**src/rtl/serial_adder.sv**
```systemverilog
// rtl/serial_adder.sv - bit-serial WIDTH-bit adder, LSB first, one full-adder cell per clock
// Optional SERIAL_ADDER_SUB_EN adds a latched `sub` input for A - B.
module serial_adder #(
  parameter int WIDTH = 8
) (
  input  logic             clk,
  input  logic             rst_n,
  input  logic             start,
  input  logic [WIDTH-1:0] a,
  input  logic [WIDTH-1:0] b,
  input  logic             cin,
`ifdef SERIAL_ADDER_SUB_EN
  input  logic             sub,
`endif
  output logic             busy,
  output logic             done,
  output logic [WIDTH-1:0] sum,
  output logic             cout
);

  localparam int CW = $clog2(WIDTH);
  localparam logic [CW-1:0] LAST = CW'(WIDTH - 1);

  localparam logic [1:0] S_IDLE = 2'd0;
  localparam logic [1:0] S_RUN  = 2'd1;
  localparam logic [1:0] S_DONE = 2'd2;

  logic [1:0]       state_q, state_d;
  logic [CW-1:0]    cnt_q, cnt_d;
  logic             carry_q, carry_d;
  logic [WIDTH-1:0] a_sh_q, a_sh_d;
  logic [WIDTH-1:0] b_sh_q, b_sh_d;
  logic [WIDTH-1:0] res_q, res_d;
  logic [WIDTH-1:0] sum_q, sum_d;
  logic             cout_q, cout_d;

  logic             s_bit;
  logic             c_next;
  logic [WIDTH-1:0] b_load;
  logic             carry_load;

  // Subtraction folds into the load: B is stored inverted and the carry starts at 1.
  always_comb begin
    b_load     = b;
    carry_load = cin;
`ifdef SERIAL_ADDER_SUB_EN
    if (sub) begin
      b_load     = ~b;
      carry_load = 1'b1;
    end
`endif
  end

  always_comb begin
    state_d = state_q;
    cnt_d   = cnt_q;
    carry_d = carry_q;
    a_sh_d  = a_sh_q;
    b_sh_d  = b_sh_q;
    res_d   = res_q;
    sum_d   = sum_q;
    cout_d  = cout_q;
    s_bit   = a_sh_q[0] ^ b_sh_q[0] ^ carry_q;
    c_next  = (a_sh_q[0] & b_sh_q[0]) | (carry_q & a_sh_q[0]) | (carry_q & b_sh_q[0]);

    case (state_q)
      S_IDLE: begin
        if (start) begin
          a_sh_d  = a;
          b_sh_d  = b_load;
          carry_d = carry_load;
          cnt_d   = '0;
          state_d = S_RUN;
        end
      end
      S_RUN: begin
        a_sh_d  = a_sh_q >> 1;
        b_sh_d  = b_sh_q >> 1;
        res_d   = {s_bit, res_q[WIDTH-1:1]};
        carry_d = c_next;
        cnt_d   = cnt_q + CW'(1);
        // The final bit lands directly in sum so the result appears on DONE entry.
        if (cnt_q == LAST) begin
          sum_d   = {s_bit, res_q[WIDTH-1:1]};
          cout_d  = c_next;
          state_d = S_DONE;
        end
      end
      S_DONE: begin
        state_d = S_IDLE;
      end
      default: begin
        state_d = S_IDLE;
      end
    endcase
  end

  always_ff @(posedge clk) begin
    if (!rst_n) begin
      state_q <= S_IDLE;
      cnt_q   <= '0;
      carry_q <= 1'b0;
      a_sh_q  <= '0;
      b_sh_q  <= '0;
      res_q   <= '0;
      sum_q   <= '0;
      cout_q  <= 1'b0;
    end else begin
      state_q <= state_d;
      cnt_q   <= cnt_d;
      carry_q <= carry_d;
      a_sh_q  <= a_sh_d;
      b_sh_q  <= b_sh_d;
      res_q   <= res_d;
      sum_q   <= sum_d;
      cout_q  <= cout_d;
    end
  end

  assign busy = (state_q == S_RUN);
  assign done = (state_q == S_DONE);
  assign sum  = sum_q;
  assign cout = cout_q;

endmodule

```
**config.mk**
```make
export PLATFORM = sky130hd
export DESIGN_NAME = serial_adder
export DESIGN_NICKNAME = d
export VERILOG_FILES = /design/src/rtl/serial_adder.sv
export SDC_FILE = /design/constraint.sdc
export NUM_CORES = 1
export LEC_CHECK = 0
export CAP_MARGIN = 40
export CELL_PAD_IN_SITES_DETAIL_PLACEMENT = 0
export CELL_PAD_IN_SITES_GLOBAL_PLACEMENT = 1
export CORE_UTILIZATION = 38
export DETAILED_ROUTE_END_ITERATION = 8
export PLACE_DENSITY_LB_ADDON = 0.1
export SETUP_SLACK_MARGIN = 0.4
export SLEW_MARGIN = 20
export SYNTH_ARGS = -nofsm -noshare
export SYNTH_HDL_FRONTEND = slang
export SYNTH_SLANG_ARGS = --single-unit
```
**constraint.sdc**
```tcl
create_clock -name clk -period 1.8 [get_ports clk]
set_input_delay 0.27 -clock clk [delete_from_list [all_inputs] [get_ports clk]]
set_output_delay 0.27 -clock clk [all_outputs]
set_load 0.02 [all_outputs]
```
==> key figures, run 1 <==
Placement
  – Final Wtd Congestion: 0.721
  – IO Port Bufs: 30
  – Hpwl dp: 2.27 mm

Synthesis
  – Mean Syn Cell Area: 8.99 um2
  – FF+latch count, synth: 38
  – Ys async rst share: 0%
  – Synth Net Count: 200
  – Commonest cells in the netlist: dfxtp_1 (38), nand2_1 (30), nand3_1 (20)
  – Yosys cell types: 25
  – Area contributors post-synth: dfxtp_1 (48%), mux2i_1 (10%), nand2_1 (7.1%)
  – Synth Warn #: 0
  – Yosys top cell area share: 47.8%
  – EDFF count, synth: 0
  – Ys flop type: dfxtp_1
  – Mapped cell area: 0.00159 mm2
  – Register area share after synthesis: 47.8%
  – Top-count cell post-synth: dfxtp_1
  – Post-synth top area cell: dfxtp_1
  – Post-Syn Instances: 177

Floorplan
  – Core area: 0.00400 mm2
  – Row count: 23
  – Die width: 66.7 um
  – Io pins: 31
  – Initial Util: 39.8%
  – DIE AREA: 0.00445 mm2
  – Die Height: 66.7 um

Power
  – Lkg Pwr: 0.854 nW
  – P_sw: 409 uW
  – Switching Fraction: 24.2%
  – P per Cell Area: 817 mW/mm2
  – Reg power frac: 53.0%
  – Clock network power share: 35.5%
  – Internal Power: 1.28 mW
  – Comb pwr share: 11.5%
  – Peak VDD IR: 0.420 mV

GRT
  – Largest net degree at the start of global routing: 30
  – Vias in the first global route: 1282
  – Global-route wire length before repair: 5.67 mm
  – Total GRT Usage: 17.1%
  – Initial antenna violation count: 0
  – GRT overflow: 0

CTS
  – TritonCTS clock tree: yes
  – Clock Latency Late Sink: 0.29 ns
  – Clock tree sinks: 38
  – CTS hold repair buffers: 0
  – Clock-pin slew on the worst setup and hold paths: 0.07 ns
  – Clk buf depth: 2
  – Htree depth: 2
  – CTS Buf Count: 5
  – Clock root cell: clkbuf_8

Status
  – Status: finished, final reports clean

Drt
  – ANT nets after route: 0
  – Post-Route WL: 3.46 mm
  – Initial drt markers: 117
  – Via-to-Cell Ratio: 5.23
  – DRT Pass-1 Iters: 4
  – Vias: 1369
  – Wirelength per Cell: 13.2 um
  – Drt drc: 0

Critical path
  – Setup crit start kind: flop
  – Worst EP arrival: 1.06 ns
  – Kind of critical path: flop to output pin
  – Required time worst endpoint: 1.53 ns
  – Crit-path max FO: 4
  – Crit end category: output pin

Timing
  – Relative slew slack: 78.0%
  – Final Hold Fails: 0
  – Fmax: 751 MHz
  – Slew Limit Fails: 0
  – Final period utilization: 73.9%
  – Worst Clk Skew: 0.00736 ns
  – Slew @ Worst Pin: 0.329 ns
  – Unrepaired setup endpoints after global routing: false
  – Post-route minimum period: 1.33 ns
  – Final setup vio count: 0
  – Final TNS setup: 0 ns
  – Worst hold slack: 0.448 ns

Layout
  – Share of cells above drive strength 1: 13.2%
  – Final net count: 234
  – # fillers: 387
  – Ant diodes: 0
  – Synth-to-Final Area Change: 30.1%

Hold path
  – Hold crit path type: flop to flop

Job
  – Max Cap Viol: 0
critical path: stages, from the launching register on:
cell and delay, ns:
dfxtp_2 0.36, nor2b_2 0.15, clkdlybuf4s15_2 0.26
metrics by stage:
| step | utilization, % | cell area [um2] | worst slack [ns] | power (mW) | std cells |
|---|---|---|---|---|---|
| finish | 51.8 | 2070 | 0.469 | 1.69 | 262 |
| detailed placement | 49.0 | 1960 | 0.194 | 1.11 | 251 |
| global placement | 49.0 | 1960 | 0.229 | 1.10 | 251 |
| global route | 51.8 | 2070 | 0.423 | 1.77 | 262 |
| CTS | 51.0 | 2040 | 0.313 | 1.71 | 259 |
| floorplan | - | 1600 | 0.417 | 1.03 | 177 |
logic make-up after synthesis:
group	after synthesis	synth area share, %
simple gates	60	17.6
mux	16	10.1
buf+inv	17	4.56
flops	38	47.8
fa+ha+maj	3	2.83
compound gates	43	17.1
path summary, 6_finish.rpt:
check                          startpoint                      to  slack, ns  depth (start not counted)
hold / removal          cout$_SDFFE_PN0P_       cout$_SDFFE_PN0P_       0.45                          2
setup reg to reg  state_q[0]$_SDFFE_PN0P_  a_sh_q[4]$_SDFFE_PN0P_       0.51                          4
setup / recovery  state_q[1]$_SDFFE_PN0P_                    done       0.47                          2
hold reg to reg         cout$_SDFFE_PN0P_       cout$_SDFFE_PN0P_       0.45                          2
timing repair:
item                                    in CTS  in global routing
resized for setup                           14                  6
cloned                                       0                  1
endpoints found under the setup margin      12                 26
setup buffers                                0                  2
cell type report:
type	count	area (um2)	area share, %
clock buffers	7	86.3	4.17
clock inverters	1	5.00	0.242
inverters	2	7.51	0.363
multi-input cells	123	778	37.6
flip-flops and latches	38	763	36.9
well taps	50	62.6	3.02
repair buffers	41	368	17.8
routing by layer:
metal	track usage (%)	vias up	part of all wire [%]
met5	0	-	0
met4	7.18	0	1.6
met3	4.62	6	4.9
met2	27.1	39	43
met1	21.7	631	50
li1	-	693	-
state kept, by name (all words and copies together), names as in the netlist:
register,count
a_sh_q,8
b_sh_q,8
carry_q,1
cnt_q,3
cout,1
res_q,7
state_q,2
sum,8
placed cells by master, fill, tap and decap left out, drive strengths merged, types with 7 or more instances in the layout:
master / synthesis / layout
dfxtp: 38 / 38
nand2: 30 / 30
nand3: 20 / 20
clkdlybuf4s50: 0 / 19
o21ai: 18 / 18
mux2i: 16 / 16
o211ai: 15 / 15
buf: 5 / 11
dlygate4sd2: 0 / 9
clkbuf: 10 / 8
a21boi: 7 / 7
power by group through the flow:
stage | clock, mW | combinational [mW] | sequential [mW]
finish | 0.601 | 0.194 | 0.897
global route | 0.658 | 0.214 | 0.901
CTS | 0.624 | 0.190 | 0.896
detailed placement | 0 | 0.191 | 0.916
global placement | 0 | 0.185 | 0.914
floorplan | 0 | 0.115 | 0.910
Power figures use the tool's default switching activity.
==> run 2, diff against run 1 <==
clock period = 1.35 ns   (was 1.8 ns; I/O delays follow)
==> key figures, run 2 (synthesis results as in run 1) <==
Timing
  – Unrepaired setup endpoints after global routing: true
  – Worst Clk Skew: 0.00256 ns
  – Post-route minimum period: 1.21 ns
  – Slew Limit Fails: 0
  – Final Hold Fails: 0
  – Worst hold slack: 0.460 ns
  – Slew @ Worst Pin: 0.349 ns
  – Relative slew slack: 76.6%
  – Fmax: 826 MHz
  – Final period utilization: 89.7%
  – Final setup vio count: 0

Floorplan
  – Row count: 23
  – Initial Util: 39.8%
  – Core area: 0.00400 mm2
  – Die Height: 66.7 um
  – Io pins: 31
  – DIE AREA: 0.00445 mm2
  – Die width: 66.7 um

CTS
  – Clock-pin slew on the worst setup and hold paths: 0.07 ns
  – Clock Latency Late Sink: 0.29 ns
  – Clock root cell: clkbuf_8
  – Clk buf depth: 2
  – CTS Buf Count: 5
  – TritonCTS clock tree: yes
  – CTS hold repair buffers: 0
  – Clock tree sinks: 38
  – Htree depth: 2

Drt
  – Vias: 1363
  – Via-to-Cell Ratio: 5.16
  – Post-Route WL: 3.54 mm
  – Wirelength per Cell: 13.4 um
  – Initial drt markers: 73
  – Drt drc: 0
  – ANT nets after route: 0
  – DRT Pass-1 Iters: 4

Hold path
  – Hold crit path type: flop to flop

Power
  – Peak VDD IR: 0.488 mV
  – P_sw: 542 uW
  – Switching Fraction: 24.4%
  – Clock network power share: 32.6%
  – Total power: 2.22 mW
  – P per Cell Area: 984 mW/mm2
  – Comb pwr share: 13.3%
  – Internal Power: 1.68 mW
  – Lkg Pwr: 0.872 nW
  – Reg power frac: 54.0%

Job
  – Max Cap Viol: 0

GRT
  – Initial antenna violation count: 0
  – Global-route wire length before repair: 5.71 mm
  – GRT overflow: 0
  – Vias in the first global route: 1251
  – Total GRT Usage: 17.7%
  – Largest net degree at the start of global routing: 33

Status
  – Status: finished, final reports clean

Critical path
  – Kind of critical path: primary input to flop
  – CP top delay family: buffers and inverters
  – Crit end category: flop
  – CP Cell Sequence: clkdlybuf4s50_1 -> or3b_4 -> o21ai_1
  – CP bufs+invs: 1
  – Worst EP arrival: 1.43 ns
  – Crit-path max FO: 8
  – CP max stage cell: clkdlybuf4s50_1
  – Setup crit start kind: primary input
  – CP max stage delay: 0.59 ns
  – Required time worst endpoint: 1.57 ns

Layout
  – Synth-to-Final Area Change: 41.7%
  – Commonest non-fill, non-tap cells in the layout: nand2_1 (30), dfxtp_1 (23), clkdlybuf4s50_1 (19)
  – Share of cells above drive strength 1: 33.6%
  – Post-layout util: 56.4%
  – Ant diodes: 0
  – Final net count: 237
  – Leading cell type in the layout, fill and taps excluded: nand2_1

Placement
  – IO Port Bufs: 30
  – Final Wtd Congestion: 0.755
  – Hpwl dp: 2.27 mm
run 2: power by group through the flow:
stage                     clock network, mW  logic (mW)  registers [mW]
after global placement                    0       0.249            1.22
after floorplan                           0       0.168            1.22
after CTS                             0.753       0.284            1.20
final                                 0.724       0.296            1.20
after global routing                  0.805       0.324            1.20
after detailed placement                  0       0.257            1.22
run 2: path summary, 6_finish.rpt:
check / slack, ns / start / endpoint / cells after the start
max: 0.14 / rst_n / carry_q$_SDFFE_PN0P_ / 3
min: 0.46 / sum[7]$_SDFFE_PN0P_ / sum[7]$_SDFFE_PN0P_ / 2
max reg2reg: 0.15 / state_q[1]$_SDFFE_PN0P_ / carry_q$_SDFFE_PN0P_ / 3
min reg2reg: 0.46 / sum[7]$_SDFFE_PN0P_ / sum[7]$_SDFFE_PN0P_ / 2
run 2: routing by layer:
metal | global-route usage (%) | wire length, um | vias to the layer above
li1 | - | - | 696
met4 | 6.38 | 45 | 0
met5 | 0 | 0 | -
met2 | 26.8 | 1700 | 32
met1 | 23.1 | 1610 | 630
met3 | 6.16 | 188 | 5
run 2: per-stage QoR:
stage / area, um2 / setup WS, ns / std cells / setup TNS, ns
final: 2260 / 0.139 / 264 / 0
after global routing: 2260 / 0.109 / 264 / 0
after CTS: 2200 / 0.143 / 264 / 0
after detailed placement: 2000 / -0.135 / 252 / -1.78
after global placement: 2000 / -0.0752 / 252 / -1.09
after floorplan: 1670 / 0.172 / 177 / 0
run 2: timing repair:
| action | CTS | global route |
|---|---|---|
| cloned | 2 | 0 |
| gates resized for setup | 92 | 13 |
| pin swaps | 21 | 14 |
| endpoints found under the setup margin | 49 | 49 |
| setup buffers | 3 | 0 |
run 2: tightest hold or removal path: cells and delay by family (launching register included):
kind	cells	cell delay, ns
flops	1	0.33
simple gates	2	0.10
run 2: layout make-up:
type / instances / area (um2)
Multi-Input combinational cell: 124 / 900
Sequential cell: 38 / 782
Clock buffer: 7 / 76.3
Fill cell: 374 / 1740
Inverter: 2 / 7.51
Timing Repair Buffer: 43 / 428
Tap cell: 50 / 62.6
==> run 3, diff against run 2 <==
CAP_MARGIN = 20   (was 40)
==> results of run 3 <==
No change in the layout: final DEF, timing and power equal those of run 2.
